## config.mk

```make
export PLATFORM = sky130hd
export DESIGN_NAME = encryption
export DESIGN_NICKNAME = d
export VERILOG_FILES = /design/src/rtl/des_pkg.sv /design/src/rtl/des_round.sv /design/src/rtl/encryption.sv
export SDC_FILE = /design/constraint.sdc
export NUM_CORES = 2
export LEC_CHECK = 0
export CAP_MARGIN = 10
export CORE_MARGIN = 2
export CORE_UTILIZATION = 55
export CTS_BUF_LIST = sky130_fd_sc_hd__clkbuf_16
export CTS_CLUSTER_SIZE = 12
export DETAILED_ROUTE_END_ITERATION = 7
export PLACE_DENSITY_LB_ADDON = 0.2
export SYNTH_ARGS = -nofsm -noshare
export SYNTH_HDL_FRONTEND = slang
export SYNTH_SLANG_ARGS = --single-unit
```

## constraint.sdc

```tcl
create_clock -name clk -period 8.8 [get_ports clk]
set_input_delay 2.64 -clock clk [delete_from_list [all_inputs] [get_ports clk]]
set_output_delay 2.64 -clock clk [all_outputs]
set_load 0.02 [all_outputs]
```

## src/rtl/des_pkg.sv

```systemverilog
// DES constants, permutation/S-box helpers and FSM state encoding shared by
// the Triple-DES engine; tables are listed in FIPS 46-3 order (bit 1 = MSB).
package des_pkg;

  typedef logic [2:0] state_t;
  localparam state_t ST_IDLE  = 3'd0;
  localparam state_t ST_PASS1 = 3'd1;
  localparam state_t ST_PASS2 = 3'd2;
  localparam state_t ST_PASS3 = 3'd3;
  localparam state_t ST_DONE  = 3'd4;

  typedef enum logic [2:0] {PERM_IP, PERM_FP, PERM_E, PERM_P, PERM_PC1, PERM_PC2} perm_t;

  // Bit r set means round r rotates by one position, otherwise by two.
  localparam logic [15:0] SHIFT_ONE = 16'h8103;

  localparam int IP_T [64] = '{
    58, 50, 42, 34, 26, 18, 10, 2, 60, 52, 44, 36, 28, 20, 12, 4,
    62, 54, 46, 38, 30, 22, 14, 6, 64, 56, 48, 40, 32, 24, 16, 8,
    57, 49, 41, 33, 25, 17,  9, 1, 59, 51, 43, 35, 27, 19, 11, 3,
    61, 53, 45, 37, 29, 21, 13, 5, 63, 55, 47, 39, 31, 23, 15, 7};

  localparam int FP_T [64] = '{
    40, 8, 48, 16, 56, 24, 64, 32, 39, 7, 47, 15, 55, 23, 63, 31,
    38, 6, 46, 14, 54, 22, 62, 30, 37, 5, 45, 13, 53, 21, 61, 29,
    36, 4, 44, 12, 52, 20, 60, 28, 35, 3, 43, 11, 51, 19, 59, 27,
    34, 2, 42, 10, 50, 18, 58, 26, 33, 1, 41,  9, 49, 17, 57, 25};

  localparam int E_T [48] = '{
    32,  1,  2,  3,  4,  5,  4,  5,  6,  7,  8,  9,  8,  9, 10, 11,
    12, 13, 12, 13, 14, 15, 16, 17, 16, 17, 18, 19, 20, 21, 20, 21,
    22, 23, 24, 25, 24, 25, 26, 27, 28, 29, 28, 29, 30, 31, 32,  1};

  localparam int P_T [32] = '{
    16,  7, 20, 21, 29, 12, 28, 17,  1, 15, 23, 26,  5, 18, 31, 10,
     2,  8, 24, 14, 32, 27,  3,  9, 19, 13, 30,  6, 22, 11,  4, 25};

  localparam int PC1_T [56] = '{
    57, 49, 41, 33, 25, 17,  9,  1, 58, 50, 42, 34, 26, 18,
    10,  2, 59, 51, 43, 35, 27, 19, 11,  3, 60, 52, 44, 36,
    63, 55, 47, 39, 31, 23, 15,  7, 62, 54, 46, 38, 30, 22,
    14,  6, 61, 53, 45, 37, 29, 21, 13,  5, 28, 20, 12,  4};

  localparam int PC2_T [48] = '{
    14, 17, 11, 24,  1,  5,  3, 28, 15,  6, 21, 10,
    23, 19, 12,  4, 26,  8, 16,  7, 27, 20, 13,  2,
    41, 52, 31, 37, 47, 55, 30, 40, 51, 45, 33, 48,
    44, 49, 39, 56, 34, 53, 46, 42, 50, 36, 29, 32};

  localparam int SBOX [8][64] = '{
    '{14, 4,13, 1, 2,15,11, 8, 3,10, 6,12, 5, 9, 0, 7,  0,15, 7, 4,14, 2,13, 1,10, 6,12,11, 9, 5, 3, 8,
       4, 1,14, 8,13, 6, 2,11,15,12, 9, 7, 3,10, 5, 0, 15,12, 8, 2, 4, 9, 1, 7, 5,11, 3,14,10, 0, 6,13},
    '{15, 1, 8,14, 6,11, 3, 4, 9, 7, 2,13,12, 0, 5,10,  3,13, 4, 7,15, 2, 8,14,12, 0, 1,10, 6, 9,11, 5,
       0,14, 7,11,10, 4,13, 1, 5, 8,12, 6, 9, 3, 2,15, 13, 8,10, 1, 3,15, 4, 2,11, 6, 7,12, 0, 5,14, 9},
    '{10, 0, 9,14, 6, 3,15, 5, 1,13,12, 7,11, 4, 2, 8, 13, 7, 0, 9, 3, 4, 6,10, 2, 8, 5,14,12,11,15, 1,
      13, 6, 4, 9, 8,15, 3, 0,11, 1, 2,12, 5,10,14, 7,  1,10,13, 0, 6, 9, 8, 7, 4,15,14, 3,11, 5, 2,12},
    '{ 7,13,14, 3, 0, 6, 9,10, 1, 2, 8, 5,11,12, 4,15, 13, 8,11, 5, 6,15, 0, 3, 4, 7, 2,12, 1,10,14, 9,
      10, 6, 9, 0,12,11, 7,13,15, 1, 3,14, 5, 2, 8, 4,  3,15, 0, 6,10, 1,13, 8, 9, 4, 5,11,12, 7, 2,14},
    '{ 2,12, 4, 1, 7,10,11, 6, 8, 5, 3,15,13, 0,14, 9, 14,11, 2,12, 4, 7,13, 1, 5, 0,15,10, 3, 9, 8, 6,
       4, 2, 1,11,10,13, 7, 8,15, 9,12, 5, 6, 3, 0,14, 11, 8,12, 7, 1,14, 2,13, 6,15, 0, 9,10, 4, 5, 3},
    '{12, 1,10,15, 9, 2, 6, 8, 0,13, 3, 4,14, 7, 5,11, 10,15, 4, 2, 7,12, 9, 5, 6, 1,13,14, 0,11, 3, 8,
       9,14,15, 5, 2, 8,12, 3, 7, 0, 4,10, 1,13,11, 6,  4, 3, 2,12, 9, 5,15,10,11,14, 1, 7, 6, 0, 8,13},
    '{ 4,11, 2,14,15, 0, 8,13, 3,12, 9, 7, 5,10, 6, 1, 13, 0,11, 7, 4, 9, 1,10,14, 3, 5,12, 2,15, 8, 6,
       1, 4,11,13,12, 3, 7,14,10,15, 6, 8, 0, 5, 9, 2,  6,11,13, 8, 1, 4,10, 7, 9, 5, 0,15,14, 2, 3,12},
    '{13, 2, 8, 4, 6,15,11, 1,10, 9, 3,14, 5, 0,12, 7,  1,15,13, 8,10, 3, 7, 4,12, 5, 6,11, 0,14, 9, 2,
       7,11, 4, 1, 9,12,14, 2, 0, 6,10,13,15, 3, 5, 8,  2, 1,14, 7, 4,10, 8,13,15,12, 9, 0, 3, 5, 6,11}};

  // Result is right-aligned; the source operand is right-aligned in din too.
  function automatic logic [63:0] permute(input logic [63:0] din, input perm_t sel);
    logic [63:0] res;
    res = '0;
    case (sel)
      PERM_IP:  for (int i = 0; i < 64; i++) res[63-i] = din[64-IP_T[i]];
      PERM_FP:  for (int i = 0; i < 64; i++) res[63-i] = din[64-FP_T[i]];
      PERM_E:   for (int i = 0; i < 48; i++) res[47-i] = din[32-E_T[i]];
      PERM_P:   for (int i = 0; i < 32; i++) res[31-i] = din[32-P_T[i]];
      PERM_PC1: for (int i = 0; i < 56; i++) res[55-i] = din[64-PC1_T[i]];
      PERM_PC2: for (int i = 0; i < 48; i++) res[47-i] = din[56-PC2_T[i]];
      default:  res = '0;
    endcase
    return res;
  endfunction

  // Row comes from the outer bits, column from the inner four.
  function automatic logic [3:0] sbox_lookup(input logic [2:0] n, input logic [5:0] b);
    return 4'(SBOX[n][{b[5], b[0], b[4:1]}]);
  endfunction

endpackage

```

## src/rtl/des_round.sv

```systemverilog
// One combinational DES Feistel round: l_next = r, r_next = l ^ P(S(E(r) ^ k)).
// Zero latency, no flow control.
module des_round
  import des_pkg::*;
(
  input  logic [31:0] l,
  input  logic [31:0] r,
  input  logic [47:0] k,
  output logic [31:0] l_next,
  output logic [31:0] r_next
);

  logic [47:0] e48;
  logic [47:0] x;
  logic [31:0] s;
  logic [31:0] f;

  always_comb begin
    e48 = 48'(permute({32'b0, r}, PERM_E));
    x   = e48 ^ k;
    s   = '0;
    for (int i = 0; i < 8; i++) s[31-4*i -: 4] = sbox_lookup(3'(i), x[47-6*i -: 6]);
    f      = 32'(permute({32'b0, s}, PERM_P));
    l_next = r;
    r_next = l ^ f;
  end

endmodule

```

## src/rtl/encryption.sv

```systemverilog
// Byte-serial two-key Triple-DES (EDE/DED), one round per cycle; result is
// registered 49 edges after the 8th data byte. Strobes while busy are dropped.
module encryption
  import des_pkg::*;
(
  input  logic        clk,
  input  logic        rst,
  input  logic        i2c_stop,
  input  logic        i2c_rw,
  input  logic [7:0]  i2c_input,
  input  logic        read_enable,
  output logic [63:0] i2c_output,
  output logic        output_ready
);

  logic [63:0] key1, key2, data_reg, blk_reg;
  logic [3:0]  kcnt;
  logic [2:0]  dcnt;
  state_t      state;
  logic [3:0]  rnd;
  logic        rw_lat;
  logic [31:0] l_reg, r_reg;
  logic [27:0] c_reg, d_reg;

  logic        busy, cap_key, cap_data;
  logic        pass_dec;
  logic [63:0] pass_key, pass_in, ip_v, fp_v;
  logic [55:0] pc1_v;
  logic [31:0] l_in, r_in, l_out, r_out;
  logic [27:0] c_in, d_in, c_key, d_key, c_nxt, d_nxt;
  logic [47:0] subkey;

  function automatic logic [27:0] rotl28(input logic [27:0] x, input logic one);
    return one ? {x[26:0], x[27]} : {x[25:0], x[27:26]};
  endfunction

  function automatic logic [27:0] rotr28(input logic [27:0] x, input logic one);
    return one ? {x[0], x[27:1]} : {x[1:0], x[27:2]};
  endfunction

  assign busy     = (state != ST_IDLE);
  assign cap_key  = read_enable && !busy && !i2c_stop;
  assign cap_data = read_enable && !busy && i2c_stop;

  // Pass 2 runs the opposite direction with key2; round 0 loads a fresh block and key.
  always_comb begin
    pass_dec = rw_lat ^ (state == ST_PASS2);
    pass_key = (state == ST_PASS2) ? key2 : key1;
    pass_in  = (state == ST_PASS1) ? data_reg : blk_reg;
    ip_v     = permute(pass_in, PERM_IP);
    pc1_v    = 56'(permute(pass_key, PERM_PC1));
    l_in     = (rnd == 4'd0) ? ip_v[63:32] : l_reg;
    r_in     = (rnd == 4'd0) ? ip_v[31:0]  : r_reg;
    c_in     = (rnd == 4'd0) ? pc1_v[55:28] : c_reg;
    d_in     = (rnd == 4'd0) ? pc1_v[27:0]  : d_reg;
    if (pass_dec) begin
      // K16 equals the unrotated PC1 halves, so decrypt uses then rotates right.
      c_key = c_in;
      d_key = d_in;
      c_nxt = rotr28(c_in, SHIFT_ONE[4'd15 - rnd]);
      d_nxt = rotr28(d_in, SHIFT_ONE[4'd15 - rnd]);
    end else begin
      c_key = rotl28(c_in, SHIFT_ONE[rnd]);
      d_key = rotl28(d_in, SHIFT_ONE[rnd]);
      c_nxt = c_key;
      d_nxt = d_key;
    end
    subkey = 48'(permute({8'b0, c_key, d_key}, PERM_PC2));
    fp_v   = permute({r_out, l_out}, PERM_FP);
  end

  des_round u_round (
    .l      (l_in),
    .r      (r_in),
    .k      (subkey),
    .l_next (l_out),
    .r_next (r_out)
  );

  always_ff @(posedge clk) begin
    if (rst) begin
      key1         <= '0;
      key2         <= '0;
      data_reg     <= '0;
      blk_reg      <= '0;
      kcnt         <= '0;
      dcnt         <= '0;
      state        <= ST_IDLE;
      rnd          <= '0;
      rw_lat       <= 1'b0;
      l_reg        <= '0;
      r_reg        <= '0;
      c_reg        <= '0;
      d_reg        <= '0;
      i2c_output   <= '0;
      output_ready <= 1'b0;
    end else begin
      if (i2c_stop) kcnt <= '0;
      else if (cap_key) begin
        if (!kcnt[3]) key1 <= {key1[55:0], i2c_input};
        else          key2 <= {key2[55:0], i2c_input};
        kcnt <= kcnt + 4'd1;
      end

      if (!i2c_stop) dcnt <= '0;
      else if (cap_data) begin
        data_reg     <= {data_reg[55:0], i2c_input};
        dcnt         <= dcnt + 3'd1;
        output_ready <= 1'b0;
      end

      case (state)
        ST_IDLE: begin
          if (cap_data && dcnt == 3'd7) begin
            rw_lat <= i2c_rw;
            rnd    <= '0;
            state  <= ST_PASS1;
          end
        end
        ST_PASS1, ST_PASS2, ST_PASS3: begin
          l_reg <= l_out;
          r_reg <= r_out;
          c_reg <= c_nxt;
          d_reg <= d_nxt;
          rnd   <= rnd + 4'd1;
          if (rnd == 4'd15) begin
            blk_reg <= fp_v;
            state   <= (state == ST_PASS1) ? ST_PASS2 :
                       (state == ST_PASS2) ? ST_PASS3 : ST_DONE;
          end
        end
        ST_DONE: begin
          i2c_output   <= blk_reg;
          output_ready <= 1'b1;
          state        <= ST_IDLE;
        end
        default: state <= ST_IDLE;
      endcase
    end
  end

endmodule

```

==> impl_results.md <==
* Outcome: finished, final reports clean
* Crit-path slowest cell: mux2i_1
* Die width at 231.6 um
* Tmin final at 6033 ps
* Slew Limit Fails at 0
* Reg-to-Reg End: blk_reg[50]$_SDFFE_PP0P_
* Pre-CTS WS at 2556 ps
* GRT overflow at 0
* Num CTS Buffers at 49
* Sw Ratio at 0.2398
* Crit path largest cell delay at 650 ps
* Synth Register Bits at 441
* Initial antenna violation count at 0
* Sequential area share after synthesis at 0.3098
* Max VDD drop at 0.1335 mV
* Syn avg cell area at 7.315 um^2
* First-pass GRT wire length at 154500 um
* Routed len/inst at 22.37 um
* R2R Setup Slk at 2770 ps
* Hold endpoint: key2[59]$_SDFFE_PP0P_
* Vias per cell at 6.636
* CP startpoint: state[2]$_SDFFE_PP0P_
* CP endpoint kind: flop
* CTS sink count at 441
* P&R area growth vs syn at 8.355%
* Relative slew slack at 0.1360
* Setup TNS Final at 0 ps
* R2r worst-path depth at 14
* Gates resized, CTS repair at 0
* Placed inst area at 0.02940 mm^2
* Leakage power total at 10.32 nW
* DRC viols at 0
* Max-cap violations at 0
* Max Clock Freq at 165.8 MHz
* Die Ht at 231.6 um
* Period Utilization, post-route at 0.6856
* Final Skew at 20.18 ps
* Worst hold stages at 2
* # H-tree levels at 2
* Cells after DPL at 4410
* Register share of total power at 0.484
* Placer Congestion at 0.9915
* Synthesis warning total at 0
* Pin count of the biggest net entering global routing at 147
* Post-DP HPWL at 68900 um
* Post-CTS Hold Fix Bufs at 0
* CTS tree: done
* Layout cell share with drive strength beyond 1 at 0.07347
* Vias in the first global route at 26234
* Root Driver: clkbuf_16
* Pwr Total at 4.150 mW
* Cell mode on critical path: buf_4
* Cell area after layout at 0.03088 mm^2
* Clk pwr share at 0.476
* Worst skew pair latency at 610 ps
* Worst EP required at 9290 ps
* Total track usage at 0.3645
* Final-report hold violation count at 0
* NetSw at 995.1 uW
* Worst min-delay path category: reg2reg
* Reg clk slew, reported paths at 60 ps
* Post-synth ARST share at 0
* Least-Margin Pin Slew at 1290 ps
* Mapped Cells at 3896
* Pwr/cell area at 134.4 mW/mm^2
* Die Outline Area at 0.05365 mm^2
* Critical path arrival at 6520 ps
* Primary FF master, synth: dfxtp_1
* Worst hold start: key2[59]$_SDFFE_PP0P_
* Iter 0 DRT Violations at 4141
* Post-CTS Setup Bufs at 0
* Post-Layout Cell Count at 4491
* Starting Density at 0.5555
* Netlist cell types at 112
* Via count at 29801
* I/O pin total at 78
* Final net count at 3858
* PortBufs at 77
* CP Cell Sequence: buf_4 -> or3b_2 -> buf_4 -> a221oi_1 -> o32a_1 -> a211o_1 -> nand2_1 -> clkinv_1 -> ha_1 -> mux2_2 -> mux4_2 -> mux2i_1 -> xor2_1 -> o21ai_0
* Core Area at 0.05130 mm^2
* Largest fanout on the critical path at 46
* # setup viols final at 0
* Logic gate share of total power at 0.040
* First-pass detailed-route iteration total at 6
* Bufs on Longest Clock Path at 3
* ANT cells at 0
* RSZ-0062 raised after global routing: no
* Remaining antenna violation count at 0
* Setup WS post-layout at 2767 ps
* Mapped Area at 0.02850 mm^2
* Internal at 3.155 mW
* Reg-to-reg startpoint: state[2]$_SDFFE_PP0P_
* Crit Path Class: reg2reg
* Synth Net Count at 3973
* FP Rows at 83
* EDFF count, synth at 0
* Post-Route WL at 100400 um
* Startpoint types: flop
[placed cells by master, fill, tap and decap left out, drive strengths merged, types with 55 or more instances in the layout]
cell type,instances
a211oi,123
a21oi,484
buf,69
clkdlybuf4s50,76
dfxtp,441
ha,64
inv,55
nand2,894
nand3,64
nor2,314
nor3,73
o211ai,88
o21ai,136
[Yosys cell counts, types with 26 or more instances]
library cell,number,share of area
nand2_1,892,0.12
a21oi_1,484,0.085
dfxtp_1,441,0.31
nor2_1,309,0.041
clkbuf_1,207,0.027
o21ai_0,130,0.023
a211oi_1,106,0.028
o211ai_1,87,0.023
nor3_1,73,0.013
ha_1,64,0.028
nand3_1,64,0.011
buf_2,50,0.0088
inv_1,45,0.0059
and2_1,44,0.0097
mux2i_1,43,0.015
a31oi_1,42,0.0092
xnor2_1,35,0.011
a311oi_1,33,0.010
buf_1,33,0.0043
or2_2,32,0.0070
a211o_1,27,0.0083
a22oi_1,26,0.0068
[layout make-up]
cell class                      instances  area (um^2)
Sequential cell                       441         8832
Timing Repair Buffer                  145         1324
Clock buffer                           50         1251
Fill cell                            4822        20420
Clock inverter                         31        227.7
Tap cell                              680        850.8
Multi-Input combinational cell       3093        18200
Inverter                               51        191.4
[power groups by stage]
| stage | Clock [mW] | Sequential [mW] | Combinational (mW) |
|---|---|---|---|
| CTS | 1.98 | 2.01 | 0.161 |
| global placement | 0 | 2.05 | 0.162 |
| detailed placement | 0 | 2.05 | 0.160 |
| finish | 1.98 | 2.01 | 0.166 |
| floorplan | 0 | 2.05 | 0.111 |
| global route | 2.07 | 2.01 | 0.177 |
[layer usage]
layer  up-vias  part of all wire  GRT usage
li1      13929                 -          -
met1     14067              0.42     0.5005
met2      1526              0.43     0.5492
met3       279             0.094    0.05967
met4         0             0.059     0.1901
met5         -                 0          0
[stage by stage]
stage               hold WS [ps]  utilization
floorplan                  431.2            -
global placement           438.8       0.5731
detailed placement         445.2       0.5731
CTS                        453.2       0.6019
global route               471.2       0.6019
finish                     451.6       0.6019
[logic make-up (layout without fill, tap and decap cells)]
family                     Yosys count  count (layout)  synth area share
DFF                                441             441            0.3098
adders and majority gates           64              64           0.02810
muxes                               56              56           0.02230
xor gates and xnor gates            60              60           0.02046
buffers and inverters              362             277           0.05396
and+or+nand+nor                   1608            1608            0.2502
AOI/OAI and AO/OA                 1305            1305            0.3152
[worst max path at each step]
| stage | to | slack (ps) | cells after the start |
|---|---|---|---|
| after global placement | flop | 2570 | 12 |
| after floorplan | flop | 3970 | 11 |
| final | blk_reg[50]$_SDFFE_PP0P_ | 2770 | 14 |
| after CTS | r_reg[10]$_SDFFE_PP0P_ | 2900 | 14 |
| after detailed placement | flop | 2560 | 12 |
| after global routing | r_reg[0]$_SDFFE_PP0P_ | 2490 | 16 |
[worst max-delay path, delay by kind of cell, from the launching register on]
family          cells  cell delay (ps)
fa+ha+maj           1              360
xor+xnor            1              250
buf+inv             3             1460
flops               1              590
simple gates        2              620
compound gates      4             1160
mux                 3             1380
Power figures use the tool's default switching activity.
